<file path="src/rtl/myPkg.sv">
// Shared display helpers.
// seg_drv maps a 4-bit hex value onto the 8-bit segment bus.
// Bus layout is {dp, g, f, e, d, c, b, a}, active-high.
// The decimal point is never lit.
package myPkg;

  function automatic logic [7:0] seg_drv(input logic [3:0] v);
    logic [7:0] s;
    case (v)
      4'h0:    s = 8'h3F;
      4'h1:    s = 8'h06;
      4'h2:    s = 8'h5B;
      4'h3:    s = 8'h4F;
      4'h4:    s = 8'h66;
      4'h5:    s = 8'h6D;
      4'h6:    s = 8'h7D;
      4'h7:    s = 8'h07;
      4'h8:    s = 8'h7F;
      4'h9:    s = 8'h6F;
      4'hA:    s = 8'h77;
      4'hB:    s = 8'h7C;
      4'hC:    s = 8'h39;
      4'hD:    s = 8'h5E;
      4'hE:    s = 8'h79;
      default: s = 8'h71;
    endcase
    return s;
  endfunction

endpackage

</file>
<file path="src/rtl/seg_scan_ctrl.sv">
// seg_scan_ctrl: time-multiplexed scan controller for a NUM_SEG-digit 7-segment display.
//
// Each digit gets a slot made of one guard tick followed by 2**BRIGHT_W drive ticks.
// A tick is DIV clocks long.
// During the drive ticks the digit is lit while sub < bright.
// The digit value and the brightness are captured when the slot's guard starts.
// Because of that capture, a write to the digit being shown never tears the display.
//
// Optional feature macro SEG_BLINK_EN:
//   - adds the blink_mask port and a frame counter;
//   - masked digits go dark for whole frames when fcnt[BLINK_LOG2] is set.
module seg_scan_ctrl #(
  parameter int NUM_SEG    = 6,
  parameter int DIV        = 50000,
  parameter int BRIGHT_W   = 4,
  parameter int BLINK_LOG2 = 5
) (
  input  logic                       clk,
  input  logic                       rst,
  input  logic                       wr_en,
  input  logic [$clog2(NUM_SEG)-1:0] wr_addr,
  input  logic [3:0]                 wr_data,
  input  logic [BRIGHT_W-1:0]        bright,
  input  logic                       blank,
`ifdef SEG_BLINK_EN
  input  logic [NUM_SEG-1:0]         blink_mask,
`endif
  output logic [7:0]                 seg,
  output logic [NUM_SEG-1:0]         dig,
  output logic                       frame_done
);

  localparam int AW = $clog2(NUM_SEG);
  localparam int PW = (DIV > 1) ? $clog2(DIV) : 1;
  localparam logic [AW-1:0]       IDX_LAST  = AW'(NUM_SEG - 1);
  localparam logic [PW-1:0]       PCNT_LAST = PW'(DIV - 1);
  localparam logic [BRIGHT_W-1:0] SUB_LAST  = '1;

  typedef enum logic [1:0] {
    IDLE  = 2'd0,
    GUARD = 2'd1,
    DRIVE = 2'd2
  } state_t;

  state_t                state_q, state_d;
  logic [PW-1:0]         pcnt_q, pcnt_d;
  logic [BRIGHT_W-1:0]   sub_q, sub_d;
  logic [BRIGHT_W-1:0]   bright_sh_q, bright_sh_d;
  logic [AW-1:0]         idx_q, idx_d;
  logic [3:0]            val_sh_q, val_sh_d;
  logic [3:0]            store_q [NUM_SEG];
  logic [3:0]            store_d [NUM_SEG];
  logic [7:0]            seg_q, seg_d;
  logic [NUM_SEG-1:0]    dig_q, dig_d;
  logic                  fd_q, fd_d;
  logic                  tick, slot_end, enter_guard, lit, wr_ok;

`ifdef SEG_BLINK_EN
  logic [BLINK_LOG2:0]   fcnt_q, fcnt_d;
  logic                  dark_q, dark_d;
`else
  // Keeps the blink parameter referenced in builds without blinking.
  wire unused_blink_log2 = (BLINK_LOG2 != 0);
`endif

  assign tick     = (pcnt_q == PCNT_LAST);
  assign slot_end = (state_q == DRIVE) && tick && (sub_q == SUB_LAST);
  assign wr_ok    = wr_en && ({1'b0, wr_addr} < (AW + 1)'(NUM_SEG));

  // Digit store: writes land on the next clock in every state; out-of-range addresses are dropped.
  always_comb begin
    for (int i = 0; i < NUM_SEG; i++) store_d[i] = store_q[i];
    if (wr_ok) store_d[wr_addr] = wr_data;
  end

  // Scan sequencing: prescaler, sub-tick counter, digit index and per-slot shadow capture.
  always_comb begin
    state_d     = state_q;
    pcnt_d      = pcnt_q;
    sub_d       = sub_q;
    idx_d       = idx_q;
    val_sh_d    = val_sh_q;
    bright_sh_d = bright_sh_q;
    fd_d        = 1'b0;
    enter_guard = 1'b0;
    if (blank) begin
      state_d = IDLE;
      pcnt_d  = '0;
      sub_d   = '0;
    end else begin
      case (state_q)
        IDLE: begin
          // Index is kept so the scan resumes on the digit it left.
          state_d     = GUARD;
          pcnt_d      = '0;
          enter_guard = 1'b1;
        end
        GUARD: begin
          pcnt_d = tick ? '0 : pcnt_q + 1'b1;
          if (tick) begin
            state_d = DRIVE;
            sub_d   = '0;
          end
        end
        DRIVE: begin
          pcnt_d = tick ? '0 : pcnt_q + 1'b1;
          if (tick) sub_d = sub_q + 1'b1;
          if (slot_end) begin
            state_d     = GUARD;
            enter_guard = 1'b1;
            fd_d        = (idx_q == IDX_LAST);
            idx_d       = (idx_q == IDX_LAST) ? '0 : idx_q + 1'b1;
          end
        end
        default: state_d = IDLE;
      endcase
    end
    if (enter_guard) begin
      val_sh_d    = store_q[idx_d];
      bright_sh_d = bright;
    end
  end

`ifdef SEG_BLINK_EN
  // Frame counter and per-slot blink decision, fixed at guard entry for the whole slot.
  always_comb begin
    fcnt_d = fd_d ? fcnt_q + 1'b1 : fcnt_q;
    dark_d = enter_guard ? (fcnt_d[BLINK_LOG2] & blink_mask[idx_d]) : dark_q;
  end
  assign lit = (state_d == DRIVE) && (sub_d < bright_sh_d) && !dark_d;
`else
  assign lit = (state_d == DRIVE) && (sub_d < bright_sh_d);
`endif

  // Outputs are computed from next-state values so they line up with the state they describe.
  always_comb begin
    seg_d = lit ? myPkg::seg_drv(val_sh_d) : 8'h00;
    dig_d = lit ? (NUM_SEG'(1) << idx_d) : '0;
  end

  // State, counters, store and registered outputs.
  always_ff @(posedge clk or posedge rst) begin
    if (rst) begin
      state_q     <= IDLE;
      pcnt_q      <= '0;
      sub_q       <= '0;
      idx_q       <= '0;
      val_sh_q    <= '0;
      bright_sh_q <= '0;
      for (int i = 0; i < NUM_SEG; i++) store_q[i] <= '0;
      seg_q       <= '0;
      dig_q       <= '0;
      fd_q        <= 1'b0;
`ifdef SEG_BLINK_EN
      fcnt_q      <= '0;
      dark_q      <= 1'b0;
`endif
    end else begin
      state_q     <= state_d;
      pcnt_q      <= pcnt_d;
      sub_q       <= sub_d;
      idx_q       <= idx_d;
      val_sh_q    <= val_sh_d;
      bright_sh_q <= bright_sh_d;
      for (int i = 0; i < NUM_SEG; i++) store_q[i] <= store_d[i];
      seg_q       <= seg_d;
      dig_q       <= dig_d;
      fd_q        <= fd_d;
`ifdef SEG_BLINK_EN
      fcnt_q      <= fcnt_d;
      dark_q      <= dark_d;
`endif
    end
  end

  assign seg        = seg_q;
  assign dig        = dig_q;
  assign frame_done = fd_q;

endmodule

</file>
<file path="config.mk">
export PLATFORM = sky130hd
export DESIGN_NAME = seg_scan_ctrl
export DESIGN_NICKNAME = d
export VERILOG_FILES = /design/src/rtl/myPkg.sv /design/src/rtl/seg_scan_ctrl.sv
export SDC_FILE = /design/constraint.sdc
export NUM_CORES = 1
export LEC_CHECK = 0
export CORE_MARGIN = 2
export CORE_UTILIZATION = 45
export DETAILED_ROUTE_END_ITERATION = 8
export PLACE_DENSITY_LB_ADDON = 0.3
export RECOVER_POWER = 25
export SETUP_SLACK_MARGIN = 0.3
export SLEW_MARGIN = 0
export SYNTH_ARGS = -nofsm -noshare
export SYNTH_HDL_FRONTEND = slang
export SYNTH_SLANG_ARGS = --single-unit
</file>
<file path="constraint.sdc">
create_clock -name clk -period 5.3 [get_ports clk]
set_clock_uncertainty 0.2 [all_clocks]
set_input_delay 1.06 -clock clk [delete_from_list [all_inputs] [get_ports clk]]
set_output_delay 1.06 -clock clk [all_outputs]
set_load 0.005 [all_outputs]
</file>
==> results.md <==
* Post-synthesis cell type count at 65
* Crit. Startpoint: blank
* GRT Total Usage at 18.8%
* # clock sinks at 71
* Critical hold path startpoint: bright_sh_q[3]
* Slew headroom at -9.67%
* First-pass GRT wire length at 13.1 mm
* I/O Pins at 30
* Peak supply drop at 0.226 mV
* Tot Pwr at 1410 uW
* Final setup vio count at 0
* Slew @ Worst Pin at 1640 ps
* Arrival time at the worst endpoint at 4430 ps
* Routed Antenna Nets at 0
* Dpl ws at 582 ps
* Via density at 5.56
* Bufs and invs on worst path at 1
* Synth Register Bits at 71
* Number of synthesized flops with an enable pin at 0
* Vias in the first global route at 2688
* CP endpoint kind: flop
* Gate Count Post-Synth at 340
* Unrepaired setup endpoints after global routing: false
* DRT Pass-1 Iters at 4
* Ant. Diodes at 0
* LEAKAGE at 0.00193 uW
* I/O Buffers at 28
* FP Rows at 33
* Outcome: complete, but fails checks
* Worst R2R End: seg[0]
* Pwr dens at 321 nW/um^2
* CTS Buffer Depth at 2
* Synthesis-to-layout area growth at 16.5%
* Hold Vio Cnt, Final at 0
* Gr ovfl total at 0
* Syn Area/Cell at 11.1 um^2
* Most frequent cells in the layout: dfrtp_1 (71), mux2_2 (28), nor2_1 (28)
* Type of origin of the critical path: input port
* Setup_tns at 0 ps
* CP peak stage delay at 600 ps
* Violated checks: max-capacitance violations, max-slew violations
* DP Wirelength at 5.54 mm
* H-tree depth at 3
* Post-CTS Setup Bufs at 0
* Share of the cycle needed by the critical path after routing at 82.7%
* # nets final at 404
* Crit path depth at 11
* TritonCTS clock tree: yes
* Layout cells sized above 1 at 16.9%
* R2R Path Start: pcnt_q[0]
* Largest net degree at the start of global routing at 45
* DRC viols at 0
* Hold_buf cts at 0
* Final Slew Violations at 45
* Top FF cell, synth: dfrtp_1
* Commonest non-fill, non-tap cell in the layout: dfrtp_1
* CP delay by family, top: simple AND/OR/NAND/NOR gates
* Share of synthesized registers carrying an async set or reset at 100%
* CTS buffer count at 9
* Total Routed Length at 7.64 mm
* 1st-iter DRT viols at 104
* Via count at 2685
* Per-cell routed wire length at 15.8 um
* Critical path class: in -> reg
* Final min period at 4380 ps
* Post-CTS sizing at 0
* Die H at 95.5 um
* Worst setup endpoint: seg[0]
* Die ar. at 9120 um^2
* Antenna violations before repair at 0
* Root buf cell: clkbuf_8
* CP most frequent cell: nor2_1
* Maximum net fanout on the critical path at 14
* Reg-to-reg setup timing slack at 1090 ps
* Hold Slack at 298 ps
* Worst EP required at 5340 ps
* Register-to-Register Path Depth at 12
* Die Width at 95.5 um
* Ys Warns at 0
* CP Cell Sequence: clkdlybuf4s50_1, or2_1, nor2_1, nor2_1, mux2i_1, ha_1, a21o_1, a21oi_1, nand4b_1, or4_1, o311ai_1
* Clock slew at reported path FFs at 80 ps
* GPL Wtd Cong at 0.825
* Max Clk Rate at 0.228 GHz
* # Max-Cap Violations at 1
* Post-Syn Area at 3770 um^2
* Slowest cell on crit path: or4_1
* Worst hold-check path type: reg -> reg
* Syn Nets at 371
* Sequential area share after synthesis at 47.1%
* Setup WS post-layout at 915 ps
* Starting Density at 46.1%
* Core ar. at 8180 um^2
* Clock Latency Late Sink at 340 ps
synthesized netlist by cell type, types with 2 or more instances:
cell / n / area, um^2
a211o_1: 3 / 26.3
a21bo_2: 2 / 20.0
a21o_1: 3 / 22.5
a21oi_1: 10 / 50.1
a221oi_1: 5 / 43.8
a22oi_1: 3 / 22.5
and2_1: 2 / 12.5
and3_1: 3 / 18.8
and4bb_2: 2 / 25.0
buf_2: 3 / 15.0
buf_4: 2 / 15.0
buf_6: 3 / 33.8
dfrtp_1: 71 / 1780
ha_1: 16 / 200
inv_1: 16 / 60.1
inv_2: 2 / 7.51
mux2_2: 28 / 315
mux2i_1: 14 / 140
nand2_1: 16 / 60.1
nand2b_1: 4 / 25.0
nand3_1: 10 / 50.1
nand4_1: 3 / 18.8
nand4b_1: 3 / 26.3
nor2_1: 28 / 105
nor2b_1: 2 / 12.5
nor3_1: 11 / 55.1
nor3b_1: 4 / 30.0
nor4b_1: 2 / 17.5
nor4b_4: 2 / 47.6
o21ai_0: 11 / 55.1
o21ai_2: 2 / 17.5
o22ai_1: 3 / 18.8
o22ai_2: 2 / 25.0
o31ai_1: 2 / 15.0
or3_1: 5 / 31.3
or4_1: 3 / 22.5
xnor2_1: 6 / 52.6
xor2_1: 6 / 52.6
registers in the layout, indices dropped and copies added (netlist names):
register and count:
sub_q 4, store_q 24, val_sh_q 4, idx_q 3, bright_sh_q 4, state_q 2
frame_done 1, dig 6, pcnt_q 16, seg 7
how the worst min path moves through the flow:
stage          depth (start not counted)        endpoint
4_1_cts                                2  bright_sh_q[1]
5_1_grt                                1     store_q[16]
3_5_place_dp                           2  bright_sh_q[1]
3_3_place_gp                           2  bright_sh_q[0]
2_1_floorplan                          2  bright_sh_q[0]
6_report                               2  bright_sh_q[3]
kinds of logic (layout without fill, tap and decap cells):
| kind of cell | Yosys count | after routing | share of synthesized area, % |
|---|---|---|---|
| and+or+nand+nor | 110 | 110 | 17.3 |
| DFF | 71 | 71 | 47.1 |
| AOI/OAI and AO/OA | 60 | 60 | 11.6 |
| muxes | 42 | 42 | 12.1 |
| buffers and inverters | 28 | 66 | 3.72 |
| adders and majority gates | 16 | 16 | 5.31 |
| xor gates and xnor gates | 12 | 12 | 2.79 |
| other | 1 | 1 | 0.0995 |
metrics by stage:
stage	cell area, um^2	cells	util (%)
finish	4390	483	53.7
global route	4390	483	53.7
CTS	4410	483	53.9
detailed placement	4140	467	50.6
global placement	4140	467	50.6
floorplan	3770	340	-
worst register-to-register path: stages, from the launching register on:
cell,delay (ps)
dfrtp_1,410
ha_1,240
and3_1,250
nand4_1,260
nor2_1,160
nor2_1,490
mux2i_1,310
ha_1,280
a21o_1,180
a21oi_1,140
nand4b_1,500
or4_1,600
o311ai_1,90
final cells by class:
class	count	area, um^2
fillers	725	3780
clock inverters	5	129
clock buffers	11	141
well taps	105	131
multi-input cells	241	1840
repair buffers	31	303
flip-flops and latches	71	1780
inverters	19	72.6
power breakdown:
group | total (uW) | internal (uW) | leakage, uW | switching [uW]
clock | 577 | 374 | 0.000134 | 203
combinational | 201 | 94.7 | 0.000874 | 106
sequential | 629 | 596 | 0.000921 | 33.2
routing by layer:
metal | global-route usage [%] | share of wire, % | up-vias | wire length [um]
met5 | 0 | 0 | - | 0
met4 | 6.90 | 2.1 | 0 | 160
met3 | 5.30 | 3.8 | 16 | 292
met2 | 29.7 | 47 | 58 | 3590
met1 | 24.8 | 47 | 1315 | 3600
li1 | - | - | 1296 | -
Note: power is estimated with default switching activity, not from simulation.
